`src/rtl/md_stall_ctrl.sv`:
```
// HI/LO unit busy tracker and pipeline stall merger: sole source of pc_en, d_en and e_flush.
// Define MD_STALL_COUNT_EN to build the 32-bit stall cycle counter on stall_count.
module md_stall_ctrl #(
    parameter int unsigned MULT_CYCLES = 5,
    parameter int unsigned DIV_CYCLES  = 10
) (
    input  logic        clk,
    input  logic        reset,
    input  logic        e_start,
    input  logic        e_is_div,
    input  logic        d_is_md,
    input  logic        data_stall_req,
    output logic        pc_en,
    output logic        d_en,
    output logic        e_flush,
    output logic        md_busy,
    output logic        md_done,
    output logic [4:0]  busy_cnt,
    output logic [31:0] stall_count
);

    typedef enum logic [1:0] {
        IDLE = 2'd0,
        MULT = 2'd1,
        DIV  = 2'd2
    } state_e;

    localparam logic [4:0] MULT_LD = MULT_CYCLES[4:0];
    localparam logic [4:0] DIV_LD  = DIV_CYCLES[4:0];

    state_e     state_q, state_d;
    logic [4:0] cnt_q, cnt_d;
    logic       stall;

    always_ff @(posedge clk) begin
        if (reset) begin
            state_q <= IDLE;
            cnt_q   <= '0;
        end else begin
            state_q <= state_d;
            cnt_q   <= cnt_d;
        end
    end

    // A start while busy is ignored; the stall keeps a second HI/LO op out of E.
    always_comb begin
        state_d = state_q;
        cnt_d   = cnt_q;
        case (state_q)
            IDLE: begin
                if (e_start) begin
                    state_d = e_is_div ? DIV : MULT;
                    cnt_d   = e_is_div ? DIV_LD : MULT_LD;
                end
            end
            MULT, DIV: begin
                if (cnt_q <= 5'd1) begin
                    state_d = IDLE;
                    cnt_d   = '0;
                end else begin
                    cnt_d = cnt_q - 5'd1;
                end
            end
            default: begin
                state_d = IDLE;
                cnt_d   = '0;
            end
        endcase
    end

    always_comb begin
        md_busy  = (state_q != IDLE);
        md_done  = md_busy && (cnt_q == 5'd1);
        busy_cnt = cnt_q;
        stall    = data_stall_req | (d_is_md & (e_start | md_busy));
        pc_en    = ~stall;
        d_en     = ~stall;
        e_flush  = stall;
    end

`ifdef MD_STALL_COUNT_EN
    logic [31:0] stall_cnt_q;

    always_ff @(posedge clk) begin
        if (reset) begin
            stall_cnt_q <= '0;
        end else if (stall) begin
            stall_cnt_q <= stall_cnt_q + 32'd1;
        end
    end

    assign stall_count = stall_cnt_q;
`else
    assign stall_count = '0;
`endif

endmodule

```
`config.mk`:
```
export PLATFORM = sky130hd
export DESIGN_NAME = md_stall_ctrl
export DESIGN_NICKNAME = d
export VERILOG_FILES = /design/src/rtl/md_stall_ctrl.sv
export SDC_FILE = /design/constraint.sdc
export NUM_CORES = 1
export LEC_CHECK = 0
export ABC_AREA = 1
export CAP_MARGIN = 20
export CORE_MARGIN = 1.5
export CORE_UTILIZATION = 38
export CTS_BUF_LIST = sky130_fd_sc_hd__clkbuf_4 sky130_fd_sc_hd__clkbuf_8
export CTS_CLUSTER_SIZE = 40
export DETAILED_ROUTE_END_ITERATION = 10
export PLACE_DENSITY = 0.85
export RECOVER_POWER = 25
export SLEW_MARGIN = 20
export SYNTH_ARGS = -nofsm -noshare
export SYNTH_HDL_FRONTEND = slang
export SYNTH_SLANG_ARGS = --single-unit
```
`constraint.sdc`:
```
create_clock -name clk -period 1.85 [get_ports clk]
set_clock_uncertainty 0.1 [all_clocks]
set_input_delay 0.37 -clock clk [delete_from_list [all_inputs] [get_ports clk]]
set_output_delay 0.37 -clock clk [all_outputs]
set_load 0.03 [all_outputs]
```
==> results of run 1 <==
sequential cells by signal, indices dropped and copies added, names as in the netlist:
name	count
busy_cnt	5
state_q	2
worst max-delay path, cell delays in order (launching register included):
cell     delay [ns]
dfxtp_2        0.33
inv_2          0.07
ha_4           0.14
inv_4          0.05
nor2_8         0.09
inv_4          0.04
a21oi_4        0.17
inv_2          0.05
buf_6          0.13
metal layers:
| metal | wire length [um] | part of all wire (%) | up-vias |
|---|---|---|---|
| met3 | 94 | 6.9 | 2 |
| met2 | 702 | 52 | 29 |
| met1 | 550 | 40 | 281 |
| met5 | 0 | 0 | - |
| met4 | 14 | 1.0 | 0 |
| li1 | - | - | 327 |
repair_timing:
| action | CTS | global route |
|---|---|---|
| setup buffers | 1 | 0 |
| resized for setup | 7 | 12 |
| pin swaps | 2 | 2 |
| hold buffers | 0 | 0 |
| setup endpoints to repair | 4 | 6 |
worst paths after layout:
check / startpoint / endpoint / slack (ns) / cells past startpoint
worst max-delay path: state_q[1] / e_flush / 0.05 / 8
worst min-delay path: state_q[1] / state_q[1] / 0.41 / 2
worst max register to register: busy_cnt[1] / busy_cnt[1] / 0.34 / 9
worst min register to register: state_q[1] / state_q[1] / 0.41 / 2
per-stage QoR:
step / hold slack [ns] / area, um^2 / utilization, %
finish: 0.415 / 958 / 48.4
global route: 0.452 / 958 / 48.4
CTS: 0.413 / 928 / 46.8
detailed placement: 0.424 / 883 / 44.6
global placement: 0.397 / 883 / 44.6
floorplan: 0.339 / 937 / -
power by group:
| part | switching, mW | leakage [nW] | internal, mW |
|---|---|---|---|
| clock | 0.0620 | 0.0184 | 0.0973 |
| sequential | 0.0628 | 0.0586 | 0.224 |
| combinational | 0.819 | 0.442 | 0.520 |
| total | 0.944 | 0.519 | 0.841 |
logic make-up after synthesis:
family / after synthesis / synth area share [%]
and+or+nand+nor: 39 / 29.4
DFF: 7 / 17.3
other: 1 / 0.463
buffers and inverters: 50 / 38.8
AOI/OAI and AO/OA: 11 / 6.80
xor gates and xnor gates: 1 / 1.08
adders and majority gates: 4 / 6.18
synthesized netlist by cell type, types with 3 or more instances:
cell type,count
o21ai_1,3
inv_1,14
a21oi_1,8
ha_1,4
dfxtp_1,7
nor2_1,5
nand3_1,8
nor2_2,4
nand2_1,13
buf_4,33
layout make-up:
cell class | count | area (um^2) | share of cell area [%]
multi-input cells | 87 | 495 | 51.7
repair buffers | 19 | 186 | 19.5
flip-flops and latches | 7 | 144 | 15.0
inverters | 17 | 68.8 | 7.18
well taps | 27 | 33.8 | 3.52
clock buffers | 4 | 30.0 | 3.13
==> metrics, run 1 <==
Post-DP HPWL=1140 um; fmax=0.555 GHz; # diodes=0; Final Critical Period=1.80 ns; initial antenna violation count=0; Critical Path AT=1.33 ns; H-tree lvl count=1; Tcrit/Tclk final=97.3%; GRT met1 Usage=11.2%; Cells after DPL=156; Post-synth top flop=dfxtp_1; TritonCTS clock tree=yes; grt ovf=0; GP Congestion=0.756; Die Area=2420 um^2; I/O pin count=48; Die W=49.2 um; busiest grt layer=met2; vias in the first global route=510; # Max-Cap Violations=0; Yosys Warn Count=0; Yosys top cell by area=buf_4; Pwr Total=1.79 mW; syn_area_per_cell=7.16 um^2; maximum vdd drop=0.629 mV; post-DR wirelength/cell=8.45 um; Crit. End Element=primary output; Core ar.=1980 um^2; outcome=complete, no violations; antenna viol nets, final=0; Routed WL=1360 um; share of cells above drive strength 1=26.9%; DR vias=639; Syn-to-layout area delta=18.4%; Initial Util=40.8%; Final Hold Viols=0; worst-case clock buffer depth=2; CTS Sinks=7; commonest non-fill, non-tap cells in the layout=conb_1, nand2_1, inv_1; Vias/cell=3.97; row count=16; min-delay worst type=flip-flop to flip-flop; Syn Std Cell Area=810 um^2; Post-Layout Cell Count=161; Seq/Total Area, Yosys=17.3%; Fin Setup TNS=0 ns; Leak=0.519 nW; Syn Inst Count=113; First-pass DRT Iterations=4; # fillers=202; Port Buf Inserts=15; met3 usage=3.37%; final worst setup slack=0.0496 ns; Setup-failing EPs final=0; Worst Path Required=1.38 ns; GRT Resource Usage Total=10.6%; Root Driver=clkbuf_4; Die Ht=49.2 um; first-pass GRT wire length=1970 um; Worst setup SP type=flip-flop; top-area cell type share of the netlist area=30.6%; CTS Buf Count=3; RSZ-0062 raised after global routing=true; # DRC=0; Post-synth EDFFs=0; Distinct cells, synth=20; CP Class=flip-flop to primary output; synthesis-stage register bit count=7; Critical Path Fanout Max=3; DRT iter0 DRCs=5; worst skew pair latency=0.26 ns; most common cell after layout, fill and taps aside=conb_1; pwr/cell area=1860 nW/um^2; count of pins over their slew limit=0; largest cells by area after synthesis=buf_4, dfxtp_1, inv_1; Post-synth ARST share=0%; layout net count=145; pre-CTS setup slack=-0.0515 ns; clock-pin transition on the worst setup and hold timing paths=0.05 ns; pin count of the biggest net entering global routing=8; met2 Use GR=18.0%
(Power assumes the default switching activity.)
==> run 2, diff against run 1 <==
Settings changed: MAX_ROUTING_LAYER set to met4, SETUP_SLACK_MARGIN set to 0.2.
==> metrics, run 2 (synthesis gave the netlist of run 1 again) <==
Worst Path Required=1.38 ns; WHS Path Cells=2; First-pass DRT Iterations=4; Reg power frac=14.3%; final worst setup slack=0.0359 ns; CP Class=flip-flop to primary output; Vias/cell=4.17; grt ovf=0; # Max-Cap Violations=0; Port Buf Inserts=15; worst skew pair latency=0.26 ns; net switching power=1.03 mW; count of pins over their slew limit=0; Worst setup SP type=flip-flop; Logic pwr share=77.7%; Sw Share=51.7%; worst path cell trace=inv_2, ha_4, inv_8, nor2_8, inv_4, a21oi_4, buf_6, buf_6; share of cells above drive strength 1=32.4%; GP Congestion=0.799; GRT Resource Usage Total=13.0%; initial antenna violation count=0; Crit. End Element=primary output; Core ar.=1980 um^2; Internal Power=0.961 mW; row count=16; fmax=0.551 GHz; pre-CTS setup slack=-0.424 ns; Critical Path Fanout Max=2; layout net count=153; Die Area=2420 um^2; Die Ht=49.2 um; worst stage delay on the critical path=0.32 ns; maximum vdd drop=0.945 mV; Crit-path slowest cell=dfxtp_2; antenna viol nets, final=0; Initial Util=40.8%; Final Critical Period=1.81 ns; H-tree lvl count=1; Routed WL=1550 um; register area=144 um^2; vias in the first global route=615; CTS Hold Bufs=0; Critical Path AT=1.34 ns; Worst Reg-to-Reg Cells=10; DR vias=704; area occupied by multi-input gates=513 um^2; Util after Layout=52.7%; post-DR wirelength/cell=9.14 um; Worst path most repeated cell=buf_6; TritonCTS clock tree=yes; RSZ-0062 raised after global routing=true; CTS Sinks=7; Tcrit/Tclk final=98.1%; most common cell after layout, fill and taps aside=conb_1; DRT iter0 DRCs=24; # fillers=204; worst-case clock buffer depth=2; Post-DP HPWL=1230 um; Leak=0.551 nW; pwr/cell area=1910 nW/um^2; # DRC=0; Syn-to-layout area delta=28.9%; max FFs per register=5; outcome=complete, no violations; Clk pwr share=8.1%; clock-pin transition on the worst setup and hold timing paths=0.05 ns; pin count of the biggest net entering global routing=8; min-delay worst type=flip-flop to flip-flop; CTS Buf Count=3; I/O pin count=48; Setup-failing EPs final=0; first-pass GRT wire length=2440 um; commonest non-fill, non-tap cells in the layout=conb_1, nand2_1, buf_4; Final Hold Viols=0; # diodes=0; Root Driver=clkbuf_4; Die W=49.2 um
run 2: cell types whose count changed in the layout (fill, tap and decap cells not counted):
| cell | previous run | this run |
|---|---|---|
| ha_4 | 1 | 2 |
| nor2_4 | 1 | 2 |
| dlymetal6s2s_1 | 2 | 0 |
| buf_6 | 4 | 7 |
| dlygate4sd2_1 | 1 | 6 |
| buf_4 | 5 | 10 |
| nor2_2 | 4 | 3 |
| clkdlybuf4s50_1 | 7 | 4 |
| ha_1 | 3 | 2 |
| inv_8 | 0 | 1 |
| inv_1 | 10 | 9 |
run 2: worst paths after layout:
kind	from	to	slack (ns)
worst max-delay path	state_q[0]	pc_en	0.04
worst min-delay path	busy_cnt[4]	busy_cnt[4]	0.44
worst max register to register	busy_cnt[1]	busy_cnt[2]	0.22
worst min register to register	busy_cnt[4]	busy_cnt[4]	0.44
run 2: stage by stage:
stage	instances	cell area, um^2	hold slack, ns	total power, mW	setup TNS, ns
floorplan	144	966	0.332	1.39	0
global placement	161	951	0.419	1.69	-0.585
detailed placement	161	951	0.426	1.75	-0.575
CTS	167	1020	0.434	1.94	0
global route	169	1040	0.475	2.14	-0.0633
finish	169	1040	0.444	1.99	0
run 2: final cells by class:
type | count | area share [%]
inverters | 17 | 7.31
repair buffers | 27 | 23.6
flip-flops and latches | 7 | 13.8
multi-input cells | 87 | 49.2
well taps | 27 | 3.24
clock buffers | 4 | 2.88
run 2: power by group through the flow:
| stage | registers, mW | logic [mW] | clock network [mW] |
|---|---|---|---|
| 2_1_floorplan | 0.371 | 1.02 | 0 |
| 3_3_place_gp | 0.277 | 1.42 | 0 |
| 3_5_place_dp | 0.281 | 1.47 | 0 |
| 4_1_cts | 0.285 | 1.49 | 0.163 |
| 5_1_grt | 0.295 | 1.67 | 0.172 |
| 6_report | 0.283 | 1.54 | 0.161 |
run 2: worst max-delay path: cells and delay by family (launching register included):
kind,cells,cell delay [ns]
AOI/OAI and AO/OA,1,0.14
adders and majority gates,1,0.16
and+or+nand+nor,1,0.09
DFF,1,0.32
buffers and inverters,5,0.38
run 2: metal layers:
metal  vias to the layer above  part of all wire [%]  GRT usage (%)
met5                         -                     0              -
met4                         0                  0.52           2.86
met3                         2                    10           2.76
met2                        49                    53           24.3
met1                       312                    36           13.8
li1                        341                     -              -
run 2: timing repair:
item	4_1_cts	5_1_grt
pin swaps	6	3
gates resized for setup	28	8
setup buffers	2	2
setup endpoints to repair	10	5
==> run 3, diff against run 2 <==
Settings changed: SKIP_CTS_REPAIR_TIMING set to 1.
==> metrics, run 3 (synthesis gave the netlist of run 1 again) <==
outcome=complete, no violations; Finished Cell Area=1050 um^2; hold endpoint=busy_cnt[4]; Worst Reg-to-Reg Cells=10; Worst setup SP type=flip-flop; worst-case clock buffer depth=2; placed cell areas=951 um^2; # Max-Cap Violations=0; pin count of the biggest net entering global routing=8; most common cell after layout, fill and taps aside=conb_1; Crit. End Element=primary output; Root Driver=clkbuf_4; Die Area=2420 um^2; GRT Resource Usage Total=12.5%; Reg2Reg Capture Point=busy_cnt[2]; Util after Layout=53.0%; row count=16; min-delay worst type=flip-flop to flip-flop; Post-DP HPWL=1230 um; Core ar.=1980 um^2; fmax=0.552 GHz; commonest non-fill, non-tap cells in the layout=conb_1, nand2_1, buf_4; DR vias=695; Tcrit/Tclk final=97.9%; Leak=0.581 nW; WHS Path Cells=2; post-DR wirelength/cell=9.38 um; Vias/cell=4.11; First-pass DRT Iterations=5; share of cells above drive strength 1=33.8%; pwr/cell area=1930 nW/um^2; CTS Sinks=7; Initial Util=40.8%; I/O pin count=48; # diodes=0; vias in the first global route=590; Pwr Total=2.03 mW; Setup-failing EPs final=0; Critical Path Fanout Max=2; Port Buf Inserts=15; CP Class=flip-flop to primary output; grt ovf=0; Fin Setup TNS=0 ns; CTS Buf Count=3; Routed WL=1590 um; Die Ht=49.2 um; max FFs per register=5; RSZ-0062 raised after global routing=true; R2R Path Start=state_q[0]; first-pass GRT wire length=2360 um; Die W=49.2 um; initial antenna violation count=0; antenna viol nets, final=0; maximum vdd drop=0.928 mV; count of pins over their slew limit=0; Syn-to-layout area delta=29.8%; HP Start=busy_cnt[4]; Worst Path Required=1.38 ns; Critical Path AT=1.34 ns; layout net count=153; GP Congestion=0.799; Final Hold Viols=0; clock-pin transition on the worst setup and hold timing paths=0.05 ns; DRT iter0 DRCs=24; H-tree lvl count=1; TritonCTS clock tree=yes; # DRC=0; worst skew pair latency=0.26 ns; reg2reg setup slack=0.37 ns; Final Critical Period=1.81 ns
[run 3: how the worst max path moves through the flow]
stage	from	to	slack, ns	cells past startpoint
floorplan	state_q[1]	pc_en	0.07	7
global placement	e_start	e_flush	-0.42	6
detailed placement	e_start	e_flush	-0.42	6
CTS	e_start	e_flush	-0.43	6
global route	state_q[0]	pc_en	-0.03	8
finish	state_q[0]	pc_en	0.04	8
[run 3: final cells by class]
cell class	instances	area, um^2
clock buffer	4	30.0
fill	203	931
inverter	17	76.3
multi-input combinational	87	520
sequential	7	145
tap	27	33.8
timing repair buffer	27	245
[run 3: worst max-delay path, stage by stage (launching register included)]
cell	delay [ns]
dfxtp_2	0.32
inv_2	0.06
ha_4	0.16
inv_8	0.04
nor2_8	0.09
inv_4	0.04
a21oi_4	0.13
buf_6	0.12
buf_6	0.12
[run 3: through the flow]
stage | std cells | hold slack, ns | worst slack (ns)
floorplan | 144 | 0.332 | 0.0732
global placement | 161 | 0.419 | -0.423
detailed placement | 161 | 0.426 | -0.424
CTS | 165 | 0.437 | -0.435
global route | 169 | 0.469 | -0.0331
finish | 169 | 0.432 | 0.0388
[run 3: report_power, final]
| part | internal (mW) | switching, mW |
|---|---|---|
| clock network | 0.0974 | 0.0635 |
| registers | 0.226 | 0.0617 |
| logic | 0.655 | 0.924 |
| total | 0.978 | 1.05 |
[run 3: metal layers]
metal | GRT usage (%) | vias to the layer above | wire length [um]
met5 | - | - | 0
met1 | 13.8 | 304 | 589
met3 | 2.76 | 2 | 156
li1 | - | 340 | -
met2 | 22.7 | 49 | 827
met4 | 2.86 | 0 | 11
